**src/rtl/gtx_quad_reset_ctrl_if.sv**
```systemverilog
// Signals between the quad reset sequencer and one GTX quad wrapper.
// The master side is the sequencer; the slave side is the transceiver wrapper.
interface gtx_quad_reset_ctrl_if #(
  parameter int LANES = 4
);
  logic [LANES-1:0] pll_lock;
  logic [LANES-1:0] tx_rst_done;
  logic [LANES-1:0] rx_rst_done;
  logic [LANES-1:0] rx_loss_sync;
  logic [LANES-1:0] pll_rx_reset;
  logic [LANES-1:0] gtx_tx_reset;
  logic [LANES-1:0] gtx_rx_reset;
  logic [LANES-1:0] tx_en_pma_phase_align;
  logic [LANES-1:0] tx_pma_set_phase;
  logic [LANES-1:0] rx_cdr_reset;

  modport master (
    input  pll_lock, tx_rst_done, rx_rst_done, rx_loss_sync,
    output pll_rx_reset, gtx_tx_reset, gtx_rx_reset,
           tx_en_pma_phase_align, tx_pma_set_phase, rx_cdr_reset
  );

  modport slave (
    output pll_lock, tx_rst_done, rx_rst_done, rx_loss_sync,
    input  pll_rx_reset, gtx_tx_reset, gtx_rx_reset,
           tx_en_pma_phase_align, tx_pma_set_phase, rx_cdr_reset
  );
endinterface

```
**src/rtl/gtx_quad_reset_ctrl.sv**
```systemverilog
// Bring-up sequencer for a 4-lane GTX quad: PLL/TX/RX resets, TX PMA phase
// alignment, retry/fault handling and per-lane RX CDR reset pulses in service.
module gtx_quad_reset_ctrl #(
  parameter int LANES        = 4,
  parameter int RST_CYCLES   = 64,
  parameter int LOCK_TIMEOUT = 50000,
  parameter int PHASE_EN_CYC = 512,
  parameter int SETPHASE_CYC = 8192,
  parameter int CDR_CYC      = 16,
  parameter int MAX_RETRY    = 3
) (
  input  logic                  clk,
  input  logic                  rst_n,
  input  logic                  restart,
  gtx_quad_reset_ctrl_if.master gtx,
  output logic                  ready,
  output logic                  fault,
  output logic [2:0]            state
);

  localparam int HOLDOFF_CYC = 256;
  localparam int CDR_W       = $clog2(CDR_CYC + HOLDOFF_CYC + 1);

  localparam logic [15:0] RST_LAST  = 16'(RST_CYCLES - 1);
  localparam logic [15:0] TIMEOUT   = 16'(LOCK_TIMEOUT);
  localparam logic [15:0] PE_LAST   = 16'(PHASE_EN_CYC - 1);
  localparam logic [15:0] SP_LAST   = 16'(SETPHASE_CYC - 1);
  localparam logic [2:0]  RETRY_MAX = 3'(MAX_RETRY);

  localparam logic [CDR_W-1:0] CDR_ONE   = CDR_W'(1);
  localparam logic [CDR_W-1:0] CDR_LAST  = CDR_W'(CDR_CYC);
  localparam logic [CDR_W-1:0] HOLD_LAST = CDR_W'(CDR_CYC + HOLDOFF_CYC);

  typedef enum logic [2:0] {
    ST_RESET     = 3'd0,
    ST_WAIT_LOCK = 3'd1,
    ST_RELEASE   = 3'd2,
    ST_WAIT_DONE = 3'd3,
    ST_PHASE_EN  = 3'd4,
    ST_SET_PHASE = 3'd5,
    ST_READY     = 3'd6,
    ST_FAULT     = 3'd7
  } state_t;

  logic [LANES-1:0] lock_m_q, lock_s_q, txd_m_q, txd_s_q;
  logic [LANES-1:0] rxd_m_q, rxd_s_q, los_m_q, los_s_q;

  state_t      state_q, state_d;
  logic [15:0] cnt_q, cnt_d;
  logic [2:0]  retry_q, retry_d;
  logic        fail;
  logic        lock_all, done_all;

  logic pll_q, pll_d, txr_q, txr_d, rxr_q, rxr_d;
  logic align_q, align_d, setp_q, setp_d, ready_q, ready_d, fault_q, fault_d;

  logic [CDR_W-1:0] cdr_cnt_q [LANES];
  logic [CDR_W-1:0] cdr_cnt_d [LANES];
  logic [LANES-1:0] cdr_rst_q, cdr_rst_d;
  logic             cdr_en;

  // Status inputs come from the transceiver clock domains: two-flop synchronisers.
  always_ff @(posedge clk or negedge rst_n) begin
    if (!rst_n) begin
      lock_m_q <= '0;
      lock_s_q <= '0;
      txd_m_q  <= '0;
      txd_s_q  <= '0;
      rxd_m_q  <= '0;
      rxd_s_q  <= '0;
      los_m_q  <= '0;
      los_s_q  <= '0;
    end else begin
      lock_m_q <= gtx.pll_lock;
      lock_s_q <= lock_m_q;
      txd_m_q  <= gtx.tx_rst_done;
      txd_s_q  <= txd_m_q;
      rxd_m_q  <= gtx.rx_rst_done;
      rxd_s_q  <= rxd_m_q;
      los_m_q  <= gtx.rx_loss_sync;
      los_s_q  <= los_m_q;
    end
  end

  assign lock_all = &lock_s_q;
  assign done_all = (&txd_s_q) & (&rxd_s_q);

  always_comb begin
    state_d = state_q;
    retry_d = retry_q;
    fail    = 1'b0;
    case (state_q)
      ST_RESET:     if (cnt_q == RST_LAST) state_d = ST_WAIT_LOCK;
      ST_WAIT_LOCK: begin
        if (lock_all)              state_d = ST_RELEASE;
        else if (cnt_q == TIMEOUT) fail    = 1'b1;
      end
      ST_RELEASE: begin
        if (!lock_all) fail    = 1'b1;
        else           state_d = ST_WAIT_DONE;
      end
      ST_WAIT_DONE: begin
        if (!lock_all)             fail    = 1'b1;
        else if (done_all)         state_d = ST_PHASE_EN;
        else if (cnt_q == TIMEOUT) fail    = 1'b1;
      end
      ST_PHASE_EN: begin
        if (!lock_all)             fail    = 1'b1;
        else if (cnt_q == PE_LAST) state_d = ST_SET_PHASE;
      end
      ST_SET_PHASE: begin
        if (!lock_all)             fail    = 1'b1;
        else if (cnt_q == SP_LAST) state_d = ST_READY;
      end
      ST_READY: begin
        if (!lock_all) begin
          state_d = ST_RESET;
          retry_d = 3'd0;
        end
      end
      ST_FAULT: state_d = ST_FAULT;
      default:  state_d = ST_RESET;
    endcase

    // Timeouts and lock loss before ready both consume one attempt.
    if (fail) begin
      if (retry_q == RETRY_MAX) begin
        state_d = ST_FAULT;
      end else begin
        state_d = ST_RESET;
        retry_d = retry_q + 3'd1;
      end
    end

    if (restart) begin
      state_d = ST_RESET;
      retry_d = 3'd0;
    end

    if (state_d != state_q || restart) cnt_d = '0;
    else if (cnt_q == 16'hFFFF)        cnt_d = cnt_q;
    else                               cnt_d = cnt_q + 16'd1;

    // Outputs decode the next state so they register in step with state_q.
    pll_d   = 1'b0;
    txr_d   = 1'b0;
    rxr_d   = 1'b0;
    align_d = 1'b0;
    setp_d  = 1'b0;
    ready_d = 1'b0;
    fault_d = 1'b0;
    case (state_d)
      ST_RESET: begin
        pll_d = 1'b1;
        txr_d = 1'b1;
        rxr_d = 1'b1;
      end
      ST_WAIT_LOCK: begin
        txr_d = 1'b1;
        rxr_d = 1'b1;
      end
      ST_PHASE_EN:  align_d = 1'b1;
      ST_SET_PHASE: begin
        align_d = 1'b1;
        setp_d  = 1'b1;
      end
      ST_READY: begin
        align_d = 1'b1;
        ready_d = 1'b1;
      end
      ST_FAULT: begin
        pll_d   = 1'b1;
        txr_d   = 1'b1;
        rxr_d   = 1'b1;
        fault_d = 1'b1;
      end
      default: ;
    endcase
  end

  // Per-lane CDR counter: 0 idle, 1..CDR_CYC pulse, then HOLDOFF_CYC holdoff.
  always_comb begin
    cdr_en = (state_q == ST_READY) && (state_d == ST_READY);
    for (int i = 0; i < LANES; i++) begin
      cdr_cnt_d[i] = '0;
      if (cdr_en) begin
        if (cdr_cnt_q[i] == '0)
          cdr_cnt_d[i] = los_s_q[i] ? CDR_ONE : '0;
        else if (cdr_cnt_q[i] == CDR_LAST)
          cdr_cnt_d[i] = los_s_q[i] ? CDR_LAST + CDR_ONE : '0;
        else if (cdr_cnt_q[i] == HOLD_LAST)
          cdr_cnt_d[i] = los_s_q[i] ? CDR_ONE : '0;
        else
          cdr_cnt_d[i] = cdr_cnt_q[i] + CDR_ONE;
      end
      cdr_rst_d[i] = (cdr_cnt_d[i] != '0) && (cdr_cnt_d[i] <= CDR_LAST);
    end
  end

  always_ff @(posedge clk or negedge rst_n) begin
    if (!rst_n) begin
      state_q   <= ST_RESET;
      cnt_q     <= '0;
      retry_q   <= '0;
      pll_q     <= 1'b1;
      txr_q     <= 1'b1;
      rxr_q     <= 1'b1;
      align_q   <= 1'b0;
      setp_q    <= 1'b0;
      ready_q   <= 1'b0;
      fault_q   <= 1'b0;
      cdr_rst_q <= '0;
      for (int i = 0; i < LANES; i++) cdr_cnt_q[i] <= '0;
    end else begin
      state_q   <= state_d;
      cnt_q     <= cnt_d;
      retry_q   <= retry_d;
      pll_q     <= pll_d;
      txr_q     <= txr_d;
      rxr_q     <= rxr_d;
      align_q   <= align_d;
      setp_q    <= setp_d;
      ready_q   <= ready_d;
      fault_q   <= fault_d;
      cdr_rst_q <= cdr_rst_d;
      for (int i = 0; i < LANES; i++) cdr_cnt_q[i] <= cdr_cnt_d[i];
    end
  end

  assign gtx.pll_rx_reset          = {LANES{pll_q}};
  assign gtx.gtx_tx_reset          = {LANES{txr_q}};
  assign gtx.gtx_rx_reset          = {LANES{rxr_q}};
  assign gtx.tx_en_pma_phase_align = {LANES{align_q}};
  assign gtx.tx_pma_set_phase      = {LANES{setp_q}};
  assign gtx.rx_cdr_reset          = cdr_rst_q;
  assign ready                     = ready_q;
  assign fault                     = fault_q;
  assign state                     = state_q;

endmodule

```
**src/flat_wrapper.sv**
```systemverilog
// flat-port wrapper written by rule: the top's interface ports become plain ports
module gtx_quad_reset_ctrl_flat 
#(
  parameter int LANES        = 4,
  parameter int RST_CYCLES   = 64,
  parameter int LOCK_TIMEOUT = 50000,
  parameter int PHASE_EN_CYC = 512,
  parameter int SETPHASE_CYC = 8192,
  parameter int CDR_CYC      = 16,
  parameter int MAX_RETRY    = 3
)
  (clk, rst_n, restart, ready, fault, state, gtx_pll_lock, gtx_tx_rst_done, gtx_rx_rst_done, gtx_rx_loss_sync, gtx_pll_rx_reset, gtx_gtx_tx_reset, gtx_gtx_rx_reset, gtx_tx_en_pma_phase_align, gtx_tx_pma_set_phase, gtx_rx_cdr_reset);
  gtx_quad_reset_ctrl_if #(.LANES(LANES)) gtx_i ();
  input  logic clk;
  input  logic rst_n;
  input  logic restart;
  output logic ready;
  output logic fault;
  output logic [2:0] state;
  input wire logic [$bits(gtx_i.pll_lock)-1:0] gtx_pll_lock;
  input wire logic [$bits(gtx_i.tx_rst_done)-1:0] gtx_tx_rst_done;
  input wire logic [$bits(gtx_i.rx_rst_done)-1:0] gtx_rx_rst_done;
  input wire logic [$bits(gtx_i.rx_loss_sync)-1:0] gtx_rx_loss_sync;
  output wire logic [$bits(gtx_i.pll_rx_reset)-1:0] gtx_pll_rx_reset;
  output wire logic [$bits(gtx_i.gtx_tx_reset)-1:0] gtx_gtx_tx_reset;
  output wire logic [$bits(gtx_i.gtx_rx_reset)-1:0] gtx_gtx_rx_reset;
  output wire logic [$bits(gtx_i.tx_en_pma_phase_align)-1:0] gtx_tx_en_pma_phase_align;
  output wire logic [$bits(gtx_i.tx_pma_set_phase)-1:0] gtx_tx_pma_set_phase;
  output wire logic [$bits(gtx_i.rx_cdr_reset)-1:0] gtx_rx_cdr_reset;
  assign gtx_i.pll_lock = gtx_pll_lock;
  assign gtx_i.tx_rst_done = gtx_tx_rst_done;
  assign gtx_i.rx_rst_done = gtx_rx_rst_done;
  assign gtx_i.rx_loss_sync = gtx_rx_loss_sync;
  assign gtx_pll_rx_reset = gtx_i.pll_rx_reset;
  assign gtx_gtx_tx_reset = gtx_i.gtx_tx_reset;
  assign gtx_gtx_rx_reset = gtx_i.gtx_rx_reset;
  assign gtx_tx_en_pma_phase_align = gtx_i.tx_en_pma_phase_align;
  assign gtx_tx_pma_set_phase = gtx_i.tx_pma_set_phase;
  assign gtx_rx_cdr_reset = gtx_i.rx_cdr_reset;
  gtx_quad_reset_ctrl #(.LANES(LANES), .RST_CYCLES(RST_CYCLES), .LOCK_TIMEOUT(LOCK_TIMEOUT), .PHASE_EN_CYC(PHASE_EN_CYC), .SETPHASE_CYC(SETPHASE_CYC), .CDR_CYC(CDR_CYC), .MAX_RETRY(MAX_RETRY)) u_core (.clk(clk), .rst_n(rst_n), .restart(restart), .gtx(gtx_i), .ready(ready), .fault(fault), .state(state));
endmodule
```
**config.mk**
```make
export PLATFORM = sky130hd
export DESIGN_NAME = gtx_quad_reset_ctrl_flat
export DESIGN_NICKNAME = d
export VERILOG_FILES = /design/src/rtl/gtx_quad_reset_ctrl_if.sv /design/src/rtl/gtx_quad_reset_ctrl.sv /design/src/flat_wrapper.sv
export SDC_FILE = /design/constraint.sdc
export NUM_CORES = 1
export LEC_CHECK = 0
export ABC_AREA = 1
export CORE_AREA = 2 2 100 102
export DETAILED_ROUTE_END_ITERATION = 16
export DIE_AREA = 0 0 102 104
export DONT_BUFFER_PORTS = 1
export PLACE_DENSITY = 0.68
export SLEW_MARGIN = 20
export SYNTH_ARGS = -nofsm -noshare
export SYNTH_HDL_FRONTEND = slang
export SYNTH_SLANG_ARGS = --single-unit
```
**constraint.sdc**
```tcl
create_clock -name clk -period 3 [get_ports clk]
set_input_delay 0.3 -clock clk [delete_from_list [all_inputs] [get_ports clk]]
set_output_delay 0.3 -clock clk [all_outputs]
set_load 0.01 [all_outputs]
```
Word level (Yosys, flattened, before mapping)
Cells that the tools add are included.
Cells by class
  add/sub/neg operators: 6
  magnitude comparators: 4
  equality and inequality tests: 28
  muxes and demuxes: 57
  bitwise gates (word level): 1
  reductions and logical operators: 23
Operators by type and width (number)
  $mux 9: 16
  $mux 3: 18
  $add 9x1->9 const B: 4
  $eq 9x5->1 const B: 4
  $eq 9x9->1 const B: 4
  $le 9x5->1 const B: 4
  $logic_not 9->1: 4
  $reduce_bool 9->1: 4
  $eq 16x16->1 const B: 2
  $mux 16: 2
  $eq 3x3->1 const B: 8
  $pmux 3 s8: 1
  $mux 5: 4
  $add 16x1->16 const B: 1
  $eq 16x13->1 const B: 1
  $eq 16x6->1 const B: 1
  $eq 16x9->1 const B: 1
  $mux 1: 15
  $reduce_and 4->1: 3
  $eq 3x2->1 const B: 3
  $reduce_or 3->1: 3
  $eq 3x1->1 const B: 2
  $logic_not 3->1: 2
  $logic_and 1x1->1: 5
  other kinds (7): 7
Word-level totals
  flip-flop bits (word level): 100
  input bits: 19
  word-level logic and storage cells: 141

Logic depth before layout (Yosys ltp)
  depth after elaboration: 12
  mapped depth: 18
  mapped depth without buffers: 17

Least setup slack after synthesis
Ideal clock, no wire load.
  kind: register to register
  from: reg u_core.cnt_q[1]
  to: reg u_core.cdr_rst_q[2] (netlist: u_core.gtx.rx_cdr_reset[2])
  library setup time: 0.118 ns
  arrival: 2.003 ns
  setup slack: 0.879 ns
  cell stages (with the launch flop): 18
  path buffers: 1
  cells stage by stage: dfrtp_1 -> ha_1 -> inv_1 -> nor2_1 -> nand2_1 -> nor2_2 -> nand2_1 -> nor2_1 -> nor2_1 -> nand2_1 -> nand2_4 -> nor2_2 -> buf_6 -> nand3_1 -> nand2_1 -> nor2_1 -> a21oi_1 -> nor2_1
On the way
  longest elaborated chain between the ends: 12
  elaborated cells on any way between the ends: 23
Ends and longest elaborated chain
  from (decl): line gtx_quad_reset_ctrl.sv:49  | logic [15:0] cnt_q, cnt_d;
  from (signal assigned): line gtx_quad_reset_ctrl.sv:216  | cnt_q <= cnt_d;
  $eq 16x16->1: line gtx_quad_reset_ctrl.sv:96, gtx_quad_reset_ctrl.sv:105
  $mux 1: line gtx_quad_reset_ctrl.sv:96, gtx_quad_reset_ctrl.sv:105
  $mux 1: line gtx_quad_reset_ctrl.sv:104  | else if (done_all) state_d = ST_PHASE_EN;
  $mux 1: line gtx_quad_reset_ctrl.sv:103  | if (!lock_all) fail = 1'b1;
  $pmux 1 s3: line gtx_quad_reset_ctrl.sv:92  | case (state_q)
  $mux 3 *: line gtx_quad_reset_ctrl.sv:126  | if (fail) begin
  $mux 3 *: line gtx_quad_reset_ctrl.sv:135  | if (restart) begin
  $eq 3x3->1 *: line gtx_quad_reset_ctrl.sv:183  | cdr_en = (state_q == ST_READY) && (state_d == ST_READY);
  $logic_and 1x1->1 *: line gtx_quad_reset_ctrl.sv:183
  $mux 9 *: line gtx_quad_reset_ctrl.sv:186  | if (cdr_en) begin
  $le 9x5->1 or $reduce_bool 9->1 (tied branches): line gtx_quad_reset_ctrl.sv:196  | cdr_rst_d[i] = (cdr_cnt_d[i] != '0) && (cdr_cnt_d[i] <= CDR_LAST);
  $logic_and 1x1->1 *: line gtx_quad_reset_ctrl.sv:196
  net u_core.cdr_rst_d[2]: line gtx_quad_reset_ctrl.sv:59  | logic [LANES-1:0] cdr_rst_q, cdr_rst_d;
  to (signal assigned): line gtx_quad_reset_ctrl.sv:225  | cdr_rst_q <= cdr_rst_d;
  to (decl): line gtx_quad_reset_ctrl.sv:59
The timed path passes the listed nets; every way through them passes the cells marked *.
A chain may end at the register's enable or synchronous reset.

Final worst setup path
  from: reg u_core.cnt_q[1]
  to: reg u_core.cnt_q[1]
On the way
  longest elaborated chain between the ends: 10
  elaborated cells on any way between the ends: 24
Ends and longest elaborated chain
  $eq 16x16->1: line gtx_quad_reset_ctrl.sv:96, gtx_quad_reset_ctrl.sv:105
  $mux 1: line gtx_quad_reset_ctrl.sv:96, gtx_quad_reset_ctrl.sv:105
  $mux 1: line gtx_quad_reset_ctrl.sv:104
  $mux 1: line gtx_quad_reset_ctrl.sv:103
  $pmux 1 s3: line gtx_quad_reset_ctrl.sv:92
  $mux 3 *: line gtx_quad_reset_ctrl.sv:126
  $mux 3 *: line gtx_quad_reset_ctrl.sv:135
  net u_core.state_d[0]: line gtx_quad_reset_ctrl.sv:48  | state_t state_q, state_d;
  $ne 3x3->1 *: line gtx_quad_reset_ctrl.sv:140  | if (state_d != state_q || restart) cnt_d = '0;
  $logic_or 1x1->1 *: line gtx_quad_reset_ctrl.sv:140
  $ne 2x1->1 (no source line) or $mux 16 (tied branches)
The timed path passes the listed nets; every way through them passes the cells marked *. The select of a mux whose other input is x is not followed.

==> metrics.txt <==
initial antenna violation count 0; Avg Cell Area, Syn a little over 8 µm²; row cnt 36; Yosys warnings 0; Finished Layout Cells around 780; via count between 3,000 and 4,000; CTS root buf clkbuf_8; leading area contributor after synthesis dfrtp_1; Area contributors post-synth dfrtp_1, nand2_1, inv_1; status completed; r2r setup slk 370 ps; Synth Flop Type dfrtp_1; total gr overflow 0; most common cell after layout, fill and taps aside nand2_1; post-synth top area share between 40% and 50%; Hold Crit Class input pin to flip-flop; post-route ant nets 0; setup bufs post-CTS 0; commonest non-fill, non-tap cells in the layout nand2_1, inv_1, dfrtp_1; detailed-route DRC error count 0; placed cell count between 700 and 800; hpwl dp 6730 µm; Num CTS Buffers 9; data arrival time of the critical path ~2900 ps; crit share post-route between 80% and 90%; Starting Density 54.2%; Worst setup EP type flip-flop; Area Overhead vs Synth 7.79%; Max Transition Viols Final 0; number of synthesized flops with an enable pin 0; VDD IR max roughly 320 µV; drt total wl 9650 µm; Clock transition at path regs ~100 ps; clock buffer depth 2; TritonCTS clock tree done; routed wl met3 ~330 µm; port buffer count 0; Leakage 2.77 nW; multi-input logic area between 2000 and 2500 µm²; Post-Synth XOR/XNOR Area 3.05%; Crit Path Max Fanout 15; mux cell area share after synthesis 0%; Core Footprint 9550 µm²; layout cells sized above 1 under 10%; RSZ-0062 raised after global routing false; largest net degree at the start of global routing approximately 100; Layout Skew between 8 and 9 ps; Final min period between 2000 and 3000 ps; max-cap check violation count 0; routed length per instance around 12 µm; first-pass GRT wire length 16,500 µm; H-tree level count 3; main combinational cell family by area after synthesis simple AND/OR/NAND/NOR gates; RePlAce Congestion ~0.95; clock sink count 100; ys async rst share 100%; Seq cells post-synth 100; Final nets 669; I/O pin count 48; critical hold path startpoint restart; Initial DRC Count 140; simple-gate area share of the yosys netlist 26.7%; total negative slack 0 ps; Adder-Cell Fraction of Synth Area 2.66%; DIE HEIGHT roughly 100 µm; Slew @ Worst Pin between 700 and 800 ps; All-Layer GR Usage roughly 20%; Vias per Instance approximately 5; worst skew pair latency between 300 and 400 ps; WL met2 slightly below 5000 µm; Critical path origin u_core.cnt_q[1]; vias in the first global route roughly 3,800; CP Launch Type flip-flop; filler instances 860; Syn Std Cell Area a little over 5000 µm²; # setup viols final 0; max_slew headroom about half; synthesized instance count approximately 630; Max Used Layer met4; max frequency roughly 380 MHz; number of distinct library cells after synthesis between 40 and 50; compound-cell area share of the yosys netlist under 10%; DR pass1 iterations 4; P per Cell Area roughly 420 nW/µm²; wire length on met1 between 4000 and 5000 µm; ANT cells 0; Worst EP required 3320 ps; Reg2Reg Launch Point u_core.cnt_q[1]; sequential cell area about 2500 µm²; CP Class flip-flop to flip-flop; Die Wd a little over 100 µm; Fin. Hold Viols 0; post-synth net total 664; DIE AREA 10,600 µm²; register area share after synthesis around 48%
## metal layers
layer  track usage, %  vias up
li1                 -     2013
met1             24.2     1888
met4             7.71        0
met5                0        -
met2             32.9       70
met3             4.30       18
## critical path, stage by stage (launching register included)
cell and delay [ps]:
dfrtp_1 380, ha_1 150, inv_1 50, nor2_1 160, nand2_1 180, nor2_2 180
nand2_1 90, nand2_1 60, nand3_1 70, nand2_1 90, nand2_1 80, nand2_1 140
inv_1 70, nand2_1 70, nand4_2 390, buf_4 300, a21oi_2 90
## report_power, final
part           switching (mW)  internal [mW]
Clock                   0.528          0.332
Sequential             0.0104           1.38
Combinational          0.0529         0.0331
## through the flow
| stage | util [%] | area, µm² | hold WS (ps) | setup slack [ps] | power [mW] |
|---|---|---|---|---|---|
| floorplan | - | 5170 | 4.41 | 879 | 1.44 |
| global placement | 54.0 | 5150 | 8.12 | 446 | 1.45 |
| detailed placement | 54.0 | 5150 | 7.82 | 366 | 1.45 |
| CTS | 58.3 | 5570 | 106 | 335 | 2.37 |
| global route | 58.4 | 5570 | 131 | 33.6 | 2.44 |
| finish | 58.4 | 5570 | 138 | 375 | 2.33 |
## final timing paths
| check | endpoint | cells past startpoint |
|---|---|---|
| setup / recovery | u_core.cnt_q[1] | 16 |
| hold / removal | u_core.fault | 3 |
| setup reg to reg | u_core.cnt_q[1] | 16 |
| hold reg to reg | u_core.los_s_q[3] | 0 |
| max in group asynchronous | u_core.cdr_cnt_q[35] | 2 |
| min in group asynchronous | u_core.align_q | 2 |
## synth_stat cells, drive strengths merged (11+ instances only)
master	n
nor2	90
ha	11
inv	108
nand3	45
dfrtp	98
nor3	30
buf	27
o21ai	18
a21oi	16
xor2	13
nand4	18
nand2	118
## registers in the layout, summed over array words and instances (netlist names), 4 cells and up
signal                   flops
u_core.txd_s_q               4
u_core.cnt_q                16
u_core.los_s_q               4
u_core.los_m_q               4
u_core.lock_m_q              4
u_core.rxd_m_q               4
u_core.txd_m_q               4
u_core.lock_s_q              4
u_core.cdr_cnt_q            36
u_core.rxd_s_q               4
u_core.gtx.rx_cdr_reset      4
## kinds of logic after synthesis
group                    count (synthesis)
AND/OR/NAND/NOR                        311
flip-flops                             100
AO/OA/AOI/OAI                           57
adder cells (fa/ha/maj)                 11
XOR/XNOR                                18
buffers and inverters                  137
## layout make-up
class | instances | share of cell area [%]
Clock buffer | 9 | 2.22
Clock inverter | 7 | 1.50
Multi-Input combinational cell | 397 | 36.8
Sequential cell | 100 | 44.9
Tap cell | 133 | 2.99
Timing Repair Buffer | 23 | 4.26
Inverter | 108 | 7.27
## timing repair
action,4_1_cts,5_1_grt
hold endpoints to repair,119,0
endpoints found under the setup margin,0,1
hold buffers,19,0
gates resized for setup,0,1
Note: power is estimated with default switching activity, not from simulation.
